==> src/rtl/decrypt_sequencer.sv <==
// decrypt_sequencer: feeds the decrypt dot-product stage from a local LWE key
// register file and a valid/ready ciphertext stream, then captures the result.
// Ports: key write port (sk_wr_*), ciphertext stream (ct_*), decrypt drive
// (secretkey_entry/ciphertext_entry/row), decrypt result (result_in),
// plaintext pulse (pt_valid/pt_data), busy.
module decrypt_sequencer #(
  parameter int PLAINTEXT_WIDTH  = 6,
  parameter int CIPHERTEXT_WIDTH = 10,
  parameter int DIMENSION        = 10,
  parameter int ADDR_WIDTH       = 4
) (
  input  logic                               clk,
  input  logic                               rst_n,
  input  logic                               sk_wr_en,
  input  logic [ADDR_WIDTH-1:0]              sk_wr_addr,
  input  logic [CIPHERTEXT_WIDTH-1:0]        sk_wr_data,
  input  logic                               ct_valid,
  output logic                               ct_ready,
  input  logic signed [CIPHERTEXT_WIDTH-1:0] ct_data,
  output logic [CIPHERTEXT_WIDTH-1:0]        secretkey_entry,
  output logic signed [CIPHERTEXT_WIDTH-1:0] ciphertext_entry,
  output logic [DIMENSION:0]                 row,
  input  logic [PLAINTEXT_WIDTH-1:0]         result_in,
  output logic                               pt_valid,
  output logic [PLAINTEXT_WIDTH-1:0]         pt_data,
  output logic                               busy
);

  localparam int CNT_W = ADDR_WIDTH + 1;
  localparam int ROW_W = DIMENSION + 1;
  localparam int KEY_N = 1 << ADDR_WIDTH;

  localparam logic [1:0] S_IDLE    = 2'd0;
  localparam logic [1:0] S_STREAM  = 2'd1;
  localparam logic [1:0] S_DRAIN   = 2'd2;
  localparam logic [1:0] S_CAPTURE = 2'd3;

  localparam logic [CNT_W-1:0] CNT_ONE = CNT_W'(1);
  localparam logic [CNT_W-1:0] CNT_DIM = CNT_W'(DIMENSION);

  // Key file is sized to the full address space so the beat counter can index
  // it directly; entries at or above DIMENSION are never written.
  logic [CIPHERTEXT_WIDTH-1:0] key [KEY_N];

  logic [1:0]       state;
  logic [CNT_W-1:0] count;   // beats accepted so far in the current vector
  logic [CNT_W-1:0] next_k;  // index (1-based) of the beat being accepted
  logic             accept;
  logic             key_we;

  // A key write in the same cycle always blocks the stream, so a write and a
  // beat never land on the same edge.
  assign ct_ready = ((state == S_IDLE) || (state == S_STREAM)) && !sk_wr_en;
  assign accept   = ct_valid && ct_ready;
  assign next_k   = count + CNT_ONE;
  assign busy     = (state != S_IDLE);
  assign key_we   = sk_wr_en && (state == S_IDLE) &&
                    ({1'b0, sk_wr_addr} < CNT_DIM);

  always_ff @(posedge clk or negedge rst_n) begin
    if (!rst_n) begin
      for (int i = 0; i < KEY_N; i++) begin
        key[i] <= '0;
      end
    end else if (key_we) begin
      key[sk_wr_addr] <= sk_wr_data;
    end
  end

  always_ff @(posedge clk or negedge rst_n) begin
    if (!rst_n) begin
      state            <= S_IDLE;
      count            <= '0;
      secretkey_entry  <= '0;
      ciphertext_entry <= '0;
      row              <= '0;
      pt_valid         <= 1'b0;
      pt_data          <= '0;
    end else begin
      pt_valid <= 1'b0;
      case (state)
        S_IDLE: begin
          // row=0 here keeps decrypt's accumulator cleared, including at the
          // edge that accepts the first beat.
          secretkey_entry  <= '0;
          ciphertext_entry <= '0;
          row              <= '0;
          count            <= '0;
          if (accept) begin
            ciphertext_entry <= ct_data;
            secretkey_entry  <= key[count[ADDR_WIDTH-1:0]];
            row              <= ROW_W'(next_k);
            count            <= next_k;
            state            <= (next_k == CNT_DIM) ? S_DRAIN : S_STREAM;
          end
        end
        S_STREAM: begin
          if (accept) begin
            ciphertext_entry <= ct_data;
            secretkey_entry  <= key[count[ADDR_WIDTH-1:0]];
            row              <= ROW_W'(next_k);
            count            <= next_k;
            if (next_k == CNT_DIM) begin
              state <= S_DRAIN;
            end
          end else begin
            // Bubble: zero product leaves the accumulator untouched while
            // row holds its non-zero value.
            secretkey_entry  <= '0;
            ciphertext_entry <= '0;
          end
        end
        S_DRAIN: begin
          // decrypt accumulates the final beat during this cycle.
          secretkey_entry  <= '0;
          ciphertext_entry <= '0;
          state            <= S_CAPTURE;
        end
        S_CAPTURE: begin
          pt_data          <= result_in;
          pt_valid         <= 1'b1;
          secretkey_entry  <= '0;
          ciphertext_entry <= '0;
          row              <= '0;
          count            <= '0;
          state            <= S_IDLE;
        end
        default: begin
          state <= S_IDLE;
        end
      endcase
    end
  end

endmodule

==> config.mk <==
export PLATFORM = sky130hd
export DESIGN_NAME = decrypt_sequencer
export DESIGN_NICKNAME = d
export VERILOG_FILES = /design/src/rtl/decrypt_sequencer.sv
export SDC_FILE = /design/constraint.sdc
export NUM_CORES = 1
export LEC_CHECK = 0
export CELL_PAD_IN_SITES_DETAIL_PLACEMENT = 1
export CELL_PAD_IN_SITES_GLOBAL_PLACEMENT = 1
export CORE_MARGIN = 3
export CORE_UTILIZATION = 53
export CTS_CLUSTER_DIAMETER = 80
export DETAILED_ROUTE_END_ITERATION = 7
export DONT_BUFFER_PORTS = 1
export GPL_TIMING_DRIVEN = 0
export MAX_ROUTING_LAYER = met4
export PLACE_DENSITY_LB_ADDON = 0.12
export SYNTH_ARGS = -nofsm -noshare
export SYNTH_HDL_FRONTEND = slang
export SYNTH_SLANG_ARGS = --single-unit
export TNS_END_PERCENT = 50
==> constraint.sdc <==
create_clock -name clk -period 3.1 [get_ports clk]
set_clock_uncertainty 0.15 [all_clocks]
set_input_delay 0.62 -clock clk [delete_from_list [all_inputs] [get_ports clk]]
set_output_delay 0.62 -clock clk [all_outputs]
set_load 0.05 [all_outputs]
After elaboration in Yosys (flattened, before gate mapping). Index checks and enable logic that the tools add are counted.

Register bits after elaboration: 205. Latch bits: 0. Memory bits (writable): 0. Bits in read-only memories: 0. Input bits: 34. Output and inout port bits: 40. Word-level logic and storage cells: 73. Memories kept: 0.

Add/sub/neg operators: 1. Multipliers: 0. Div/mod/pow operators: 0. Order comparisons: 4. Eq/ne operators: 7. Shift-type cells: 0. Multiplexer cells: 22. Bitwise gates (word level): 2. Reductions and logical operators: 14.

Operators with widths (count): bitwise mux 160 bit (1); two-way mux 10 bit (5); binary-select mux 10 bit (select 4 bit) (1); demux 10 bit (select 4 bit) (1); one-hot mux 10 bit (2 select lines) (2); one-hot mux 11 bit (3 select lines) (1); two-way mux 5 bit (3); one-hot mux 5 bit (3 select lines) (1); two-way mux 11 bit (1); greater-or-equal comparator 5 bit (second input constant) (2); inverter 4 -> 5 bit (2); two-way mux 2 bit (4); one-hot mux 2 bit (4 select lines) (1); adder 5 x 1 -> 5 bit (second input constant) (1); equality test 5 x 4 -> 1 bit (second input constant) (1); logical AND 1 bit (5); less-than comparator 5 x 1 -> 1 bit (second input constant) (1); equality test 2 bit (second input constant) (2); less-than comparator 4 bit (second input constant) (1); inequality test 2 bit (second input constant) (2); OR reduction 2 bit (2); AND reduction 3 bit (1); nonzero test 3 bit (1); equality test 2 x 1 -> 1 bit (second input constant) (1); other kinds (7) (7).

Depth between registers and ports, before layout. Gate-level depths: netlist of the first run.

Word-level depth: 6. Depth in mapped cells: 9. Depth with buffers taken out: 6.

Worst setup path before layout of the first run. OpenSTA, ideal clock, no wires.

Path kind: register to register. Start point: reg, netlist name row[1]. End point: reg state[1]. Setup time: 0.123 ns. Data arrival time: 2.249 ns. Slack: 0.578 ns. Cell stages (with the launch flop): 9. Path buffers: 3. Clock period less this slack: 2.522 ns. Cells stage by stage: dfrtp_1 > clkbuf_1 > clkbuf_1 > inv_1 > clkbuf_1 > ha_1 > nand3_1 > or3_1 > o221a_2.

RTL lines: to (signal assigned) (line 94) `state <= (next_k == CNT_DIM) ? S_DRAIN : S_STREAM;`; to (decl) (line 45) `logic [1:0] state;`.

Final worst setup path of the first run.
Start point: reg state[1]. End point: out ct_ready.

Longest elaborated chain between the ends: 3. Elaborated cells on any way between the ends: 4.

RTL lines: equality test 2 x 1 -> 1 bit or zero test 2 bit (tied branches) (line 53) `assign ct_ready = ((state == S_IDLE) || (state == S_STREAM)) && !sk_wr_en;`; logical OR 1 bit * (line 53); logical AND 1 bit * (line 53); to (decl) (line 18) `output logic ct_ready,`.

Mark *: on every way between the ends. The rest lies on a longest branch, timed or not.

==> out/qor_table.md, run 1 <==
| Metric | This run |
|---|---|
| Fraction of final layout cells sized beyond drive strength 1 | 32.2% |
| Element type at the critical path end | primary output |
| Area enclosed by the die boundary | 17300 um^2 |
| Maximum ir drop on the vdd rail | 0.454 mV |
| Post-synthesis sequential element count | 194 |
| Achievable frequency | 0.342 GHz |
| Mean post-synth cell area | 14.4 um^2 |
| Clk sinks | 194 |
| Number of enable flip-flop cells after synthesis | 0 |
| Post-synth top area cell | dfrtp_1 |
| Post-DP HPWL | 12200 um |
| Portion of the post-synthesis area used by sequential elements | 58.1% |
| Post-synth top area share | 58.1% |
| Hold/Removal Path Class | in -> async |
| Synth top area cells | dfrtp_1 58%, mux2_2 16%, mux4_2 6.7% |
| Maximum number of pins on one net before global-route repair | 195 |
| Static leakage | 4.43 nW |
| Post-Layout Inst Area | 9220 um^2 |
| Via count of the routed design | 4679 |
| Power per Cell Area | 806 nW/um^2 |
| Ratio of final minimum period to clock period | 94.4% |
| CTS tree | built |
| Initial core utilization | 54.6% |
| Placement Rows | 45 |
| Number of cells on the worst reg-to-reg path | 8 |
| Fraction of registers with async set or reset after synthesis | 100% |
| Measured slew at the worst slew-check pin | 0.935 ns |
| CTS clk-pin slew, worst paths | 0.07 ns |
| Number of antenna violations at the first check in global routing | 0 |
| Accumulated negative setup slack | 0 ns |
| Standard cell core area | 15300 um^2 |
| Htree depth | 4 |
| Kind of launch point of the worst setup path | flip-flop |
| Final Slew Violations | 0 |
| Result of the run | finished with violations |
| Post-Route Hold Slack | -0.270 ns |
| Global-route wire length before repair | 30000 um |
| Required @ worst endpoint | 2.33 ns |
| Final Hold Violating Endpoints | 194 |
| Failing checks | hold timing |
| Post-detailed-route via-to-cell ratio | 5.66 |
| Post-synth cell types | 39 |
| Area after detailed placement | 8640 um^2 |
| Die Ht | 132 um |
| Syn Inst Count | 579 |
| DRT Pass-1 Iters | 4 |
| Clock latency reported for the late side of the worst-skew pair | 0.43 ns |
| Via count of the first global-routing pass | 5395 |
| Most frequently used flop master after synthesis | dfrtp_1 |
| DR iter-0 viols | 205 |
| Total setup violations reported at the end of the flow | 0 |
| GP Congestion | 0.868 |
| I/O Buffers | 0 |
| Clock Tree Buf Depth | 2 |
| GR Util All Layers | 23.1% |
| Number of warning messages in the yosys log | 0 |
| CTS Buf Count | 17 |
| Final worst path period need | 2.93 ns |
| Arrival time at the worst endpoint | 2.16 ns |
| DRC Markers | 0 |
| Drt total wl | 18300 um |
| CTS root buf | clkbuf_16 |
| Filler cell count | 1471 |
| Remaining Overflow, GRT | 0 |
| Number of placed I/O pins | 74 |
| Util after Layout | 60.2% |
| Final ANT Viol Nets | 0 |
| Area grow syn2layout | 10.3% |
| Fin nets | 643 |
| CP max FO | 8 |
| DIE WIDTH | 132 um |
| Worst slew margin | 37.6% |
| Average routed wire per standard cell | 22.2 um |
| Max_cap viols | 0 |
| Cell area after technology mapping | 8360 um^2 |
| Critical Setup Path Class | reg -> out |
| Unrepaired setup endpoints after global routing | no |
| # diodes | 0 |
==> power breakdown <==
group          leakage, nW  total (mW)  switching (mW)  internal (mW)
Combinational         1.52        1.71           0.798          0.914
Sequential            2.64        3.56           0.555           3.00
Clock                0.272        2.16            1.03           1.13
Total                 4.43        7.43            2.38           5.05
==> kinds of logic after synthesis <==
kind of cell / after synthesis / synth area share, %
buffers and inverters: 106 / 5.42
other: 1 / 0.0448
multiplexers: 158 / 27.3
flip-flops: 194 / 58.1
adder cells (fa/ha/maj): 7 / 1.05
AND/OR/NAND/NOR: 80 / 5.13
XOR/XNOR: 1 / 0.105
AO/OA/AOI/OAI: 32 / 2.89
==> through the flow <==
stage | setup slack (ns) | power [mW] | cells
final | 0.173 | 7.43 | 826
after global routing | 0.0179 | 7.80 | 826
after CTS | 0.0349 | 7.50 | 826
after detailed placement | -0.252 | 5.33 | 795
after global placement | -0.188 | 5.19 | 795
after floorplan | 0.578 | 4.88 | 584
==> worst paths after layout <==
path                                       from                             to  slack (ns)
setup / recovery           state[1]$_DFFE_PN0P_                       ct_ready        0.17
hold / removal                            rst_n  ciphertext_entry[4]$_DFF_PN0_       -0.27
setup reg to reg             row[1]$_DFFE_PN0P_           state[1]$_DFFE_PN0P_        0.18
hold reg to reg             key[23]$_DFFE_PN0P_            key[23]$_DFFE_PN0P_        0.30
max in group asynchronous                 rst_n           key[103]$_DFFE_PN0P_        2.76
min in group clk                     ct_data[6]  ciphertext_entry[6]$_DFF_PN0_        0.17
==> metal layers <==
layer  global-route usage [%]  vias up  part of all wire (%)  routed length (um)
met5                        -        -                     0                   0
li1                         -     2037                     -                   -
met4                     7.58        0                   1.9                 348
met3                     4.79       29                   3.9                 724
met1                     27.7     2513                    41                7520
met2                     39.5      100                    53                9750
==> cells in the final DEF, fill, tap and decap left out, types with 3 or more instances in the layout <==
master and instances:
dfrtp_1 194, mux2_2 116, clkbuf_1 69, nand2_1 27, mux4_2 25, clkbuf_16 17
mux4_1 15, buf_1 12, and2_1 11, nand3_1 11, nand2b_1 9, o211a_1 9
buf_2 8, o21ai_0 8, ha_1 7, buf_4 6, conb_1 6, clkinvlp_4 5
inv_1 4, nor2_1 4, a21oi_1 4, buf_6 3, nor3b_1 3, nor2b_1 3
o21bai_1 3, o221ai_1 3, inv_8 3, inv_6 3, clkinv_4 3
==> critical path, stage by stage, from the launching register on <==
cell	delay, ns
dfrtp_1	0.42
inv_1	0.15
ha_1	0.33
nor2_1	0.14
nor2_1	0.70
==> timing repair <==
item / CTS / global route
gates resized for setup: 1 / 3
endpoints found under the setup margin: 2 / 2
setup buffers: 0 / 0
endpoints found under the hold margin: 194 / 194
==> sequential cells by signal (all words and copies together) (netlist names) <==
name	cells
row	5
key	160
secretkey_entry	10
pt_valid	1
state	2
pt_data	6
ciphertext_entry	10
==> synth_stat cells, types with 3 or more instances <==
cell type and number:
nor2_1 4, o211a_1 9, nor3b_1 3, nand2_1 27, inv_1 5, buf_1 12, dfrtp_1 194, ha_1 7
buf_2 8, and2_1 11, nand3_1 11, o21bai_1 3, mux4_1 15, nand2b_1 9, a21oi_1 4, clkbuf_1 72
mux2_2 116, o221ai_1 3, o21ai_0 8, nor2b_1 3, buf_6 3, mux4_2 25, buf_4 6
==> cell type report <==
type	count	area (um^2)	share of cell area, %
tap	211	264	2.86
multi-input combinational	284	3070	33.3
clock buffer	17	425	4.61
sequential	194	4850	52.6
clock inverter	15	151	1.64
buffer	100	433	4.69
inverter	5	22.5	0.244
(Power assumes the default switching activity.)
==> inputs of run 2 (changes only) <==
--- a/config.mk
+++ b/config.mk
@@ -14,3 +14,2 @@
 export DONT_BUFFER_PORTS = 1
-export GPL_TIMING_DRIVEN = 0
 export MAX_ROUTING_LAYER = met4
--- a/constraint.sdc
+++ b/constraint.sdc
@@ -4,2 +4,2 @@
 set_output_delay 0.62 -clock clk [all_outputs]
-set_load 0.05 [all_outputs]
+set_load 0.1 [all_outputs]
==> out/qor_table.md, run 2 (same netlist as run 1, synthesis figures left out) <==
| Metric | This run |
|---|---|
| Result of the run | finished with violations |
| Failing checks | hold timing |
| Remaining Overflow, GRT | 0 |
| Maximum cell stage delay along the critical path | 0.55 ns |
| Maximum ir drop on the vdd rail | 0.697 mV |
| Power per Cell Area | 863 nW/um^2 |
| Setup fix buffers added after clock tree synthesis | 0 |
| Via count of the first global-routing pass | 4842 |
| Static leakage | 4.34 nW |
| Arrival time at the worst endpoint | 2.84 ns |
| Most frequent cells in the layout | 190 x dfrtp_1, 116 x mux2_2, 27 x nand2_1 |
| Fin nets | 562 |
| CP max-delay cell | nand3b_1 |
| Worst slew margin | 37.7% |
| Final Slew Violations | 0 |
| Post-detailed-route via-to-cell ratio | 5.78 |
| Area after detailed placement | 8390 um^2 |
| CTS tree | built |
| Achievable frequency | 0.373 GHz |
| Number of placed I/O pins | 74 |
| Kind of launch point of the worst setup path | flip-flop |
| Flip-flop count of the largest register after layout | 160 |
| Post-Route Hold Slack | -0.267 ns |
| Area enclosed by the die boundary | 17300 um^2 |
| Cell chain of the critical path | inv_1, ha_1, nand2_1, nor3_1, nand3b_1, mux2_2 |
| Cell count along the critical path | 6 |
| Number of cells on the worst reg-to-reg path | 6 |
| Fraction of final layout cells sized beyond drive strength 1 | 38.2% |
| Leading cell type in the layout, fill and taps excluded | dfrtp_1 |
| # diodes | 0 |
| CP max FO | 10 |
| GP Congestion | 0.760 |
| Unrepaired setup endpoints after global routing | no |
| Clock Tree Buf Depth | 2 |
| Htree depth | 4 |
| CTS root buf | clkbuf_16 |
| Standard cell core area | 15300 um^2 |
| Clock latency reported for the late side of the worst-skew pair | 0.43 ns |
| Post-Layout Inst Area | 8950 um^2 |
| Final Hold Violating Endpoints | 194 |
| Register name with the most flops | key |
| Drt total wl | 17300 um |
| Hold/Removal Path Class | in -> async |
| Registers with the highest flip-flop counts | key (160), ciphertext_entry (10), secretkey_entry (10) |
| Clk sinks | 194 |
| Final ANT Viol Nets | 0 |
| Global-route wire length before repair | 28000 um |
| Max_cap viols | 0 |
| Maximum number of pins on one net before global-route repair | 195 |
| Via count of the routed design | 4308 |
| Number of antenna violations at the first check in global routing | 0 |
| Critical Setup Path Class | reg -> reg |
| Required @ worst endpoint | 3.26 ns |
| Average routed wire per standard cell | 23.3 um |
| Measured slew at the worst slew-check pin | 0.935 ns |
| CTS Buf Count | 17 |
| I/O Buffers | 0 |
| DRT Pass-1 Iters | 4 |
| Final worst path period need | 2.68 ns |
| Placement Rows | 45 |
| Number of gates given a new drive strength after cts | 0 |
| Initial core utilization | 54.6% |
| DRC Markers | 0 |
| Post-DP HPWL | 11100 um |
| Die Ht | 132 um |
| DR iter-0 viols | 253 |
| DIE WIDTH | 132 um |
| Accumulated negative setup slack | 0 ns |
| Element type at the critical path end | flip-flop |
| Buffers and inverters on the worst path | 1 |
| GR Util All Layers | 21.8% |
| Ratio of final minimum period to clock period | 86.4% |
| Cell family with the largest share of critical-path delay | simple AND/OR/NAND/NOR gates |
| Area grow syn2layout | 7.09% |
| CTS clk-pin slew, worst paths | 0.07 ns |
| Total setup violations reported at the end of the flow | 0 |
[run 2: where the power goes]
| part | switching, mW | internal [mW] | total, mW |
|---|---|---|---|
| Sequential | 0.826 | 3.00 | 3.83 |
| Clock | 0.968 | 1.14 | 2.10 |
| Combinational | 0.865 | 0.929 | 1.79 |
| Total | 2.66 | 5.07 | 7.73 |
[run 2: path summary, 6_finish.rpt]
check	start	to	slack, ns
max	state[1]$_DFFE_PN0P_	key[131]$_DFFE_PN0P_	0.42
min	rst_n	ciphertext_entry[7]$_DFF_PN0_	-0.27
max reg2reg	state[1]$_DFFE_PN0P_	key[131]$_DFFE_PN0P_	0.42
min reg2reg	key[4]$_DFFE_PN0P_	key[4]$_DFFE_PN0P_	0.22
max in group asynchronous	rst_n	row[0]$_DFFE_PN0P_	2.77
min in group clk	ct_data[5]	ciphertext_entry[5]$_DFF_PN0_	0.17
[run 2: metrics by stage]
step           setup slack, ns  util, %  instances  hold slack, ns  power, mW
3_3_place_gp             0.637     54.8        713           0.178       5.58
5_1_grt                  0.154     58.5        745          -0.308       8.13
6_report                 0.421     58.5        745          -0.267       7.73
4_1_cts                  0.428     58.5        745          -0.289       7.82
2_1_floorplan            0.213        -        584           0.174       5.25
3_5_place_dp             0.490     54.8        713           0.179       5.69
[run 2: routing by layer]
| layer | share of wire, % | vias to the layer above | global-route usage, % |
|---|---|---|---|
| met5 | 0 | - | - |
| met4 | 1.7 | 0 | 6.94 |
| met3 | 4.3 | 20 | 5.47 |
| met2 | 50 | 107 | 34.2 |
| met1 | 44 | 2293 | 28.3 |
| li1 | - | 1888 | - |
[run 2: area by class of cell]
| type | instances | area (um^2) |
|---|---|---|
| tap | 211 | 264 |
| fill | 1399 | 6360 |
| inverter | 5 | 18.8 |
| clock buffer | 18 | 439 |
| multi-input combinational | 284 | 3090 |
| clock inverter | 14 | 129 |
| timing repair buffer | 19 | 155 |
| sequential | 194 | 4860 |
==> inputs of run 3 (changes only) <==
RECOVER_POWER = 25   (was unset)
==> results of run 3 <==
Same layout as run 2: the final DEF is identical, and so are final timing and power.
